==> config.mk <==
export PLATFORM = sky130hd
export DESIGN_NAME = symbol_serializer
export DESIGN_NICKNAME = d
export VERILOG_FILES = /design/src/rtl/symbol_serializer_pkg.sv /design/src/rtl/symbol_serializer_baud_tick_gen.sv /design/src/rtl/symbol_serializer.sv
export SDC_FILE = /design/constraint.sdc
export NUM_CORES = 1
export LEC_CHECK = 0
export CORE_MARGIN = 2
export CORE_UTILIZATION = 25
export CTS_CLUSTER_SIZE = 12
export DETAILED_ROUTE_END_ITERATION = 8
export PLACE_DENSITY = 0.41
export SYNTH_ARGS = -nofsm -noshare
export SYNTH_HDL_FRONTEND = slang
export SYNTH_SLANG_ARGS = --single-unit
==> constraint.sdc <==
create_clock -name clk -period 4.81 [get_ports clk]
set_input_delay 1.2025 -clock clk [delete_from_list [all_inputs] [get_ports clk]]
set_output_delay 1.2025 -clock clk [all_outputs]
set_load 0.01 [all_outputs]
==> src/rtl/symbol_serializer_pkg.sv <==
// Shared definitions for the FSK symbol serializer: FSM state encodings,
// default baud divider width and a constant log2 helper.
package symbol_serializer_pkg;

  typedef enum logic {
    ST_IDLE  = 1'b0,
    ST_SHIFT = 1'b1
  } state_t;

  localparam int DEF_DIV_WIDTH = 16;

  function automatic int clog2(input int value);
    int r;
    r = 0;
    while ((1 << r) < value) r = r + 1;
    return r;
  endfunction

endpackage

==> src/rtl/symbol_serializer_baud_tick_gen.sv <==
// Baud period counter: counts 0..div and flags the terminal cycle.
// A start pulse restarts the period so each word begins on a fresh symbol.
module baud_tick_gen
  import symbol_serializer_pkg::*;
#(
  parameter int DIV_WIDTH = DEF_DIV_WIDTH
) (
  input  logic                 clk,
  input  logic                 rst,
  input  logic                 start,
  input  logic [DIV_WIDTH-1:0] div,
  output logic                 tick
);

  logic [DIV_WIDTH-1:0] r_cnt;

  assign tick = (r_cnt == div);

  // Clearing on the terminal count means the counter never passes div,
  // so an all-ones divider cannot wrap.
  always_ff @(posedge clk) begin
    if (rst || start || tick) r_cnt <= '0;
    else                      r_cnt <= r_cnt + 1'b1;
  end

endmodule

==> src/rtl/symbol_serializer.sv <==
// Word-to-symbol serializer for the FSK tone selector: one-word holding
// register, shift engine with programmable baud, gapless back-to-back words.
module symbol_serializer
  import symbol_serializer_pkg::*;
#(
  parameter int DATA_SIZE = 32,
  parameter int SYM_BITS  = 1,
  parameter int MSB_FIRST = 0,
  parameter int DIV_WIDTH = DEF_DIV_WIDTH
) (
  input  logic                 clk,
  input  logic                 rst,
  input  logic                 load,
  input  logic [DATA_SIZE-1:0] data,
  input  logic [DIV_WIDTH-1:0] baud_div,
  output logic                 ren,
  output logic [SYM_BITS-1:0]  sym_out,
  output logic                 sym_valid,
  output logic                 frame_start,
  output logic                 frame_done,
  output logic                 busy
);

  localparam int NSYM = DATA_SIZE / SYM_BITS;
  localparam int SCW  = (clog2(NSYM) < 1) ? 1 : clog2(NSYM);
  localparam logic [SCW-1:0] LAST_SYM = SCW'(NSYM - 1);

  state_t                r_state, w_state_nxt;
  logic                  r_hold_full;
  logic [DATA_SIZE-1:0]  r_hold;
  logic [DATA_SIZE-1:0]  r_shift;
  logic [DATA_SIZE-1:0]  w_shift_adv;
  logic [SCW-1:0]        r_sym_cnt;
  logic [DIV_WIDTH-1:0]  r_div;
  logic                  r_first;
  logic [SYM_BITS-1:0]   w_cur_sym;
  logic                  w_tick, w_accept, w_last, w_start, w_advance;

  generate
    if (MSB_FIRST != 0) begin : g_msb
      assign w_cur_sym   = r_shift[DATA_SIZE-1 -: SYM_BITS];
      assign w_shift_adv = r_shift << SYM_BITS;
    end else begin : g_lsb
      assign w_cur_sym   = r_shift[SYM_BITS-1:0];
      assign w_shift_adv = r_shift >> SYM_BITS;
    end
  endgenerate

  // ren is 0 whenever the holding register is full, so a reload and a new
  // accept can never land on the same edge.
  assign ren      = ~r_hold_full;
  assign w_accept = load & ~r_hold_full;
  assign w_last   = (r_sym_cnt == LAST_SYM);

  baud_tick_gen #(.DIV_WIDTH(DIV_WIDTH)) u_baud (
    .clk   (clk),
    .rst   (rst),
    .start (w_start),
    .div   (r_div),
    .tick  (w_tick)
  );

  always_ff @(posedge clk) begin
    if (rst) r_state <= ST_IDLE;
    else     r_state <= w_state_nxt;
  end

  always_comb begin
    w_state_nxt = r_state;
    w_start     = 1'b0;
    w_advance   = 1'b0;
    sym_out     = '0;
    sym_valid   = 1'b0;
    busy        = 1'b0;
    frame_start = 1'b0;
    frame_done  = 1'b0;
    case (r_state)
      ST_IDLE: begin
        if (r_hold_full) begin
          w_start     = 1'b1;
          w_state_nxt = ST_SHIFT;
        end
      end
      ST_SHIFT: begin
        sym_out     = w_cur_sym;
        sym_valid   = 1'b1;
        busy        = 1'b1;
        frame_start = r_first;
        if (w_tick) begin
          if (w_last) begin
            frame_done = 1'b1;
            if (r_hold_full) w_start     = 1'b1;
            else             w_state_nxt = ST_IDLE;
          end else begin
            w_advance = 1'b1;
          end
        end
      end
      default: w_state_nxt = ST_IDLE;
    endcase
  end

  always_ff @(posedge clk) begin
    if (rst) begin
      r_hold_full <= 1'b0;
      r_hold      <= '0;
      r_shift     <= '0;
      r_sym_cnt   <= '0;
      r_div       <= '0;
      r_first     <= 1'b0;
    end else begin
      r_first <= w_start;
      if (w_start) begin
        r_shift     <= r_hold;
        r_div       <= baud_div;
        r_sym_cnt   <= '0;
        r_hold_full <= 1'b0;
      end else if (w_advance) begin
        r_shift   <= w_shift_adv;
        r_sym_cnt <= r_sym_cnt + 1'b1;
      end
      if (w_accept) begin
        r_hold      <= data;
        r_hold_full <= 1'b1;
      end
    end
  end

endmodule

Yosys cells after proc, flatten, opt, wreduce, memory -nomap -nowiden --
Index checks and enable logic that the tools add are counted.
Word-level totals: flip-flop bits (word level) 104, input bits 51, output and inout bits 6, word-level logic and storage cells 40
Operators by class: add/subtract/negate cells 2, reductions and logical operators 5, bitwise gates (word level) 3, eq/ne operators 2, multiplexer cells 20
Operators by type and width (number):
- two-way mux 32 bit | 2
- adder 16 x 1 -> 16 bit, second input constant | 1
- == test 16 bit | 1
- two-way mux 1 bit | 16
- adder 5 x 1 -> 5 bit, second input constant | 1
- == test 5 bit, second input constant | 1
- case mux 1 bit (2 select lines) | 2
- nonzero test 2 bit | 2
- logical OR 1 bit | 2
- inverter 1 bit | 2
- OR reduction 2 bit | 1
- bitwise AND 1 bit | 1

Depth between registers and ports, before layout --
Gate-level depths: netlist (run 1).
depth after elaboration 6, mapped depth 9, gate-level depth less buffers 8

Cells and area by module --
Synthesis (run 1) repeated with hierarchy kept, for this count alone.
Unflattened totals: cells, all modules 497, area total of the unflattened synthesis 4499.3 um^2
Modules (own cells, without submodules):
- symbol_serializer | times used 1, sequential area each 1761.7 um^2, area an instance 3580.9 um^2, cells each 398
- baud_tick_gen | times used 1, sequential area each 320.3 um^2, area an instance 918.4 um^2, cells each 99

Least setup slack after synthesis (run 1) --
Ideal clock, no wire load.
path kind reg2out, from reg u_baud.r_cnt[5], to out frame_done, required time 3.608 ns, data arrival time 1.583 ns, buffers on the path 3, stages on the path, launching flop included 8, slack 2.024 ns, cell sequence dfxtp_1 > buf_4 > xor2_1 > nor4_2 > and4_1 > buf_4 > buf_4 > and3_1
Between the ends: cells in the longest elaborated chain, start to end 3
RTL lines:
- start, declared | RTL line symbol_serializer_baud_tick_gen.sv:15 | logic [DIV_WIDTH-1:0] r_cnt;
- start signal, assigned | RTL line symbol_serializer_baud_tick_gen.sv:23 | else r_cnt <= r_cnt + 1'b1;
- == test 16 bit | RTL line symbol_serializer_baud_tick_gen.sv:17 | assign tick = (r_cnt == div);
- two-way mux 1 bit | RTL line symbol_serializer.sv:89 | if (w_tick) begin
- two-way mux 1 bit | RTL line symbol_serializer.sv:77 | case (r_state)
- end, declared | RTL line symbol_serializer.sv:20 | output logic frame_done,
Every way passes these cells.

Worst setup path after layout (run 1) --
from reg r_sym_cnt[0], to out frame_done
Between the ends: cells in the longest elaborated chain, start to end 4
RTL lines:
- start, declared | RTL line symbol_serializer.sv:33 | logic [SCW-1:0] r_sym_cnt;
- start signal, assigned | RTL line symbol_serializer.sv:120 | r_sym_cnt <= r_sym_cnt + 1'b1;
- == test 5 bit | RTL line symbol_serializer.sv:53 | assign w_last = (r_sym_cnt == LAST_SYM);
- two-way mux 1 bit | RTL line symbol_serializer.sv:90 | if (w_last) begin
- two-way mux 1 bit | RTL line symbol_serializer.sv:89
- two-way mux 1 bit | RTL line symbol_serializer.sv:77
Every way passes these cells.

==> results of run 1 <==
## area by class of cell
class	instances	share of cell area
sequential	104	0.352
clock inverter	6	0.0140
clock buffer	10	0.0404
tap	260	0.0550
inverter	31	0.0197
multi-input combinational	379	0.413
timing repair buffer	65	0.106
## synthesized netlist by cell type, types with 3 or more instances
cell type  number
a21oi_1        43
a221oi_1       25
and3_1          4
and4_1          4
buf_4           5
clkbuf_1       29
dfxtp_1       104
ha_1            3
inv_1          29
mux2i_1        42
nand2_1       104
nand3_1        11
nand4_1         3
nor2_1         26
nor4_1          3
o21ai_0         6
o221a_2         6
o221ai_1       25
or2_2          25
xnor2_1         8
xor2_1         22
## flip-flops by register name (all words and copies together), names as in the netlist
name / count
r_first: 1
r_state: 1
u_baud.r_cnt: 16
r_shift: 32
r_hold: 32
r_sym_cnt: 5
r_hold_full: 1
r_div: 16
## per-stage QoR
step           power, uW  cell area, sq um
3_3_place_gp        1380              5600
2_1_floorplan       1280              4820
5_1_grt             2290              5920
6_report            2180              5920
3_5_place_dp        1390              5600
4_1_cts             2200              5920
## worst min-delay path by stage
stage | to | slack (ns)
after floorplan | r_hold[25] | 0.44
after global placement | r_hold[25] | 0.46
after detailed placement | r_hold[27] | 0.45
after CTS | r_hold[27] | 0.46
after global routing | r_div[4] | 0.49
final | r_hold[27] | 0.46
## report_power, final
| part | switching, uW | internal [uW] |
|---|---|---|
| clock | 339 | 468 |
| combinational | 205 | 182 |
| sequential | 54.6 | 927 |
## cells in the final DEF, fill, tap and decap left out, types with 2 or more instances in the layout
cell type	n
nand2_1	104
dfxtp_1	104
clkdlybuf4s50_1	56
a21oi_1	43
mux2i_1	42
inv_1	29
nor2_1	26
or2_2	25
o221ai_1	25
a221oi_1	25
xor2_1	22
nand3_1	11
clkbuf_16	9
buf_4	9
xnor2_1	8
o21ai_0	6
o221a_2	6
and3_1	4
nor4_1	3
nand4_1	3
and4_1	3
ha_1	3
clkinv_2	3
nor4_2	2
and2_1	2
or3_1	2
nor3_1	2
o31a_1	2
bufinv_16	2
## critical path, stage by stage, from the launching register on
cell             delay, ns
dfxtp_1               0.38
ha_1                  0.21
and3_1                0.17
ha_1                  0.72
and3_1                0.30
clkdlybuf4s50_1       0.55
## layer usage
layer	vias up	part of all wire	GRT usage
met1	1869	0.50	0.168
met3	9	0.042	0.0322
met5	-	0	0
li1	2015	-	-
met4	0	0.012	0.0412
met2	75	0.45	0.201
## cell families after synthesis
logic type | count (synthesis) | synth area share
DFF | 104 | 0.432
AOI/OAI and AO/OA | 111 | 0.167
xor gates and xnor gates | 30 | 0.0545
adders and majority gates | 3 | 0.00778
and+or+nand+nor | 193 | 0.186
muxes | 42 | 0.0872
buffers and inverters | 71 | 0.0651
==> reports/qor.yml, run 1 <==
die_h_um: 143
grt_pass1_vias: 3972
fin_tns_setup_ns: 0
crit_start: "r_sym_cnt[0]"
required_ns: 3.61
status: "finished clean"
powerDensity_nw_per_um2: 368
path_class: "reg2out"
layout-drive-gt1-share: 0.109
yosysSeqAreaShare: 0.432
clkTransAtPathRegs_ns: 0.07
hp-class: "reg2reg"
max_freq_ghz: 0.257
holdPathStages: 2
hp-start: "r_hold[27]"
grt_util_all_layers: 0.127
slew_headroom: 0.258
ir_worst_vdd_uv: 194
endpoint: "frame_done"
syn-cell-area_sq_um: 4820
rsz0062_at_grt: "false"
n_antenna_cell: 0
ys_types: 40
core_sq_um: 18800
crit_fanout: 28
grt_overflow: 0
cp-start-kind: "register"
via_per_inst: 4.64
clock_latency_ns: 0.36
start_util: 0.256
io_buffers: 56
synth_area_leader_cell: "dfxtp_1"
r2r_cells: 9
critPathCaptureType: "output port"
dp_hpwl_mm: 7.96
p_leak_uw: 0.00221
netlist_top_cells_area: "dfxtp_1 (43%), mux2i_1 (8.7%), nand2_1 (8.1%)"
synthArstFlopShare: 0
htree_levels: 3
ys_seq_elements: 104
seqCellArea_sq_um: 2080
wl_per_cell_um: 14.4
routed_wl_mm: 12.3
drc: 0
syn-num-nets: 608
worstMarginPinSlew_ns: 1.11
synth_edf_count: 0
dr_total_vias: 3968
cts_buffer_depth: 2
finalSetupViolCount: 0
finalCriticalPeriod_ns: 3.89
avgSynthCellArea_sq_um: 8.70
dp_slack_ns: 1.28
grt_max_degree: 41
cts_inserted_buffers: 9
nets: 644
core.rowCount: 50
clkSinkCount: 104
grt_pass1_wl_mm: 20.3
ant_nets: 0
die-area_sq_um: 20400
ctsHoldBuffers: 0
yosysWarnings: 0
period_share: 0.808
r2r_slack_ns: 1.53
root_buffer: "clkbuf_16"
critical_path_arrival_ns: 2.68
layout_setup_ws_ns: 0.923
multiInputGateArea_sq_um: 2440
max-cap-violations: 0
fillerInstances: 1953
io_pins: 57
hold_ws_ns: 0.462
worstReg2RegStart: "r_sym_cnt[0]"
first_pass_iters: 4
globalplace.congestion: 0.717
cts_setup_buffers: 0
rr_endpoint: "r_shift[28]"
clock_skew_ns: 0.00984
synth_top_area_share: 0.432
synth_ff_type: "dfxtp_1"
utilization: 0.314
dp.cells: 839
drt_iter0_markers: 277
fp.dieW_um: 143
area_growth_pct: 22.7
stdcell_count: 855
final_max_slew_viol_count: 0
syn_inst: 554
antenna_found_initial: 0
hold_viol: 0
cts_tree: "done"
cts_resized: 0
(Power assumes the default switching activity.)
==> run 2: changes to the inputs <==
Clock period 4.81 ns to 3.9 ns, I/O delays scaled along.
==> run 2 against run 1 <==
  * Global-route usage barely moved
  * Sequential power increased by 23%
  * Final cell count decreased by 0.12%
  * Non-clock buffer count is 2 higher
  * Clock-buffer cell count rose by 2
  * Sequential share of layout area is 0.27 points higher
  * Register-to-register slack worse by 0.44 ns
  * Design area decreased by 0.76%
  * First-iteration DRC count down 27%
  * Critical path depth stayed put
  * Sequential cell count unchanged
==> reports/qor.yml, run 2 (synthesized netlist as in run 1, its figures left out) <==
grt_util_all_layers: 0.126  # -0.000425
powerDensity_nw_per_um2: 430  # +17%
fillerInstances: 1980  # +1.4%
first_pass_iters: 4  # unchanged
grt_pass1_vias: 4032  # +1.5%
io_buffers: 56  # unchanged
largestRegisters: "r_hold (32), r_shift (32)"
start_util: 0.256  # unchanged
placed_cell_area_sq_um: 5610  # +0.27%
core_sq_um: 18800  # unchanged
via_per_inst: 4.64  # about the same
finalCriticalPeriod_ns: 3.43
cts_resized: 0  # unchanged
clock_latency_ns: 0.34  # -0.02 ns
fp.dieW_um: 143  # unchanged
antenna_found_initial: 0  # unchanged
max_freq_ghz: 0.292
dp_slack_ns: 0.856  # -0.422 ns
n_antenna_cell: 0  # unchanged
root_buffer: "clkbuf_16"
p_leak_uw: 0.00219  # -0.78%
critPathCaptureType: "output port"
die-area_sq_um: 20400  # unchanged
clkSinkCount: 104  # unchanged
finalSetupViolCount: 0  # unchanged
die_h_um: 143  # unchanged
layout_common_cells: "nand2_1 (104), dfxtp_1 (104), clkdlybuf4s50_1 (56), a21oi_1 (43), mux2i_1 (42)"
grt_pass1_wl_mm: 20.5  # +0.82%
ctsHoldBuffers: 0  # unchanged
layout-drive-gt1-share: 0.106  # -0.00318
io_pins: 57  # unchanged
dp_hpwl_mm: 8.06  # +1.3%
final_max_slew_viol_count: 0  # unchanged
ir_worst_vdd_uv: 228  # +18%
drc: 0  # unchanged
core.rowCount: 50  # unchanged
drt_iter0_markers: 202  # -27%
rsz0062_at_grt: "false"
grt_max_degree: 40  # -2.4%
layout_setup_ws_ns: 0.470  # -0.453 ns
cts_buffer_depth: 2  # unchanged
status: "finished clean"
grt_overflow: 0  # unchanged
required_ns: 2.92  # -0.69 ns
clock_skew_ns: 0.00615  # -0.00370 ns
globalplace.congestion: 0.738  # +2.9%
worstMarginPinSlew_ns: 0.655  # -0.459 ns
hp-class: "reg2reg"
path_class: "reg2out"
power.total_uw: 2520  # +16%
ant_nets: 0  # unchanged
hold_viol: 0  # unchanged
area_growth_pct: 21.8
cts_tree: "done"
cts_setup_buffers: 0  # unchanged
critical_path_arrival_ns: 2.46  # -0.22 ns
max-cap-violations: 0  # unchanged
clkTransAtPathRegs_ns: 0.06  # about the same
fin_tns_setup_ns: 0  # unchanged
fin_area_sq_um: 5870  # -0.76%
wl_per_cell_um: 14.4  # -0.22%
crit_fanout: 3  # -89%
cp-start-kind: "register"
cts_inserted_buffers: 9  # unchanged
dr_total_vias: 3961  # -0.18%
nets: 646  # +0.31%
period_share: 0.880
routed_wl_mm: 12.3  # -0.33%
slew_headroom: 0.562  # +0.305
htree_levels: 3  # unchanged
utilization: 0.312  # -0.00239
==> run 2: power by group <==
part / total, uW / switching [uW] / leakage [uW] / internal [uW]
clock network: 835 / 379 / 0.000130 / 457
registers: 1210 / 63.3 / 0.000852 / 1140
logic: 479 / 254 / 0.00121 / 225
total: 2520 / 696 / 0.00219 / 1830
==> run 2: final cells by class <==
type,count,area (sq um),share of cell area
clock buffers,12,256,0.0437
clock inverters,1,5.00,0.000852
inverters,31,116,0.0198
multi-input cells,379,2440,0.416
flip-flops and latches,104,2080,0.355
well taps,260,325,0.0554
repair buffers,67,643,0.110
==> run 2: layer usage <==
layer	track usage	up-vias	part of all wire
met5	0	-	0
met4	0.0401	0	0.012
met3	0.0238	9	0.035
met2	0.202	57	0.46
met1	0.171	1886	0.49
li1	-	2009	-
==> run 2: final timing paths <==
path	slack, ns	to	from	cells after the start
max reg2reg	1.09	r_shift[11]	r_sym_cnt[0]	9
min reg2reg	0.46	r_hold[26]	r_hold[26]	2
min	0.46	r_hold[26]	r_hold[26]	2
max	0.47	frame_done	u_baud.r_cnt[14]	5
==> run 2: per-stage QoR <==
step	hold WS, ns	instances
2_1_floorplan	0.437	554
3_3_place_gp	0.453	841
3_5_place_dp	0.454	841
4_1_cts	0.463	854
5_1_grt	0.489	854
6_report	0.461	854
==> run 2: critical path, cell delays in order, from the launching register on <==
cell             delay (ns)
dfxtp_1                0.34
xor2_1                 0.15
nor4_1                 0.51
and4_2                 0.37
and3_1                 0.19
clkdlybuf4s50_1        0.55
==> run 3: changes to the inputs <==
Settings changed: HOLD_SLACK_MARGIN from default to 0.12.
==> results of run 3 <==
No change in the layout: final DEF, timing and power equal those of run 2.
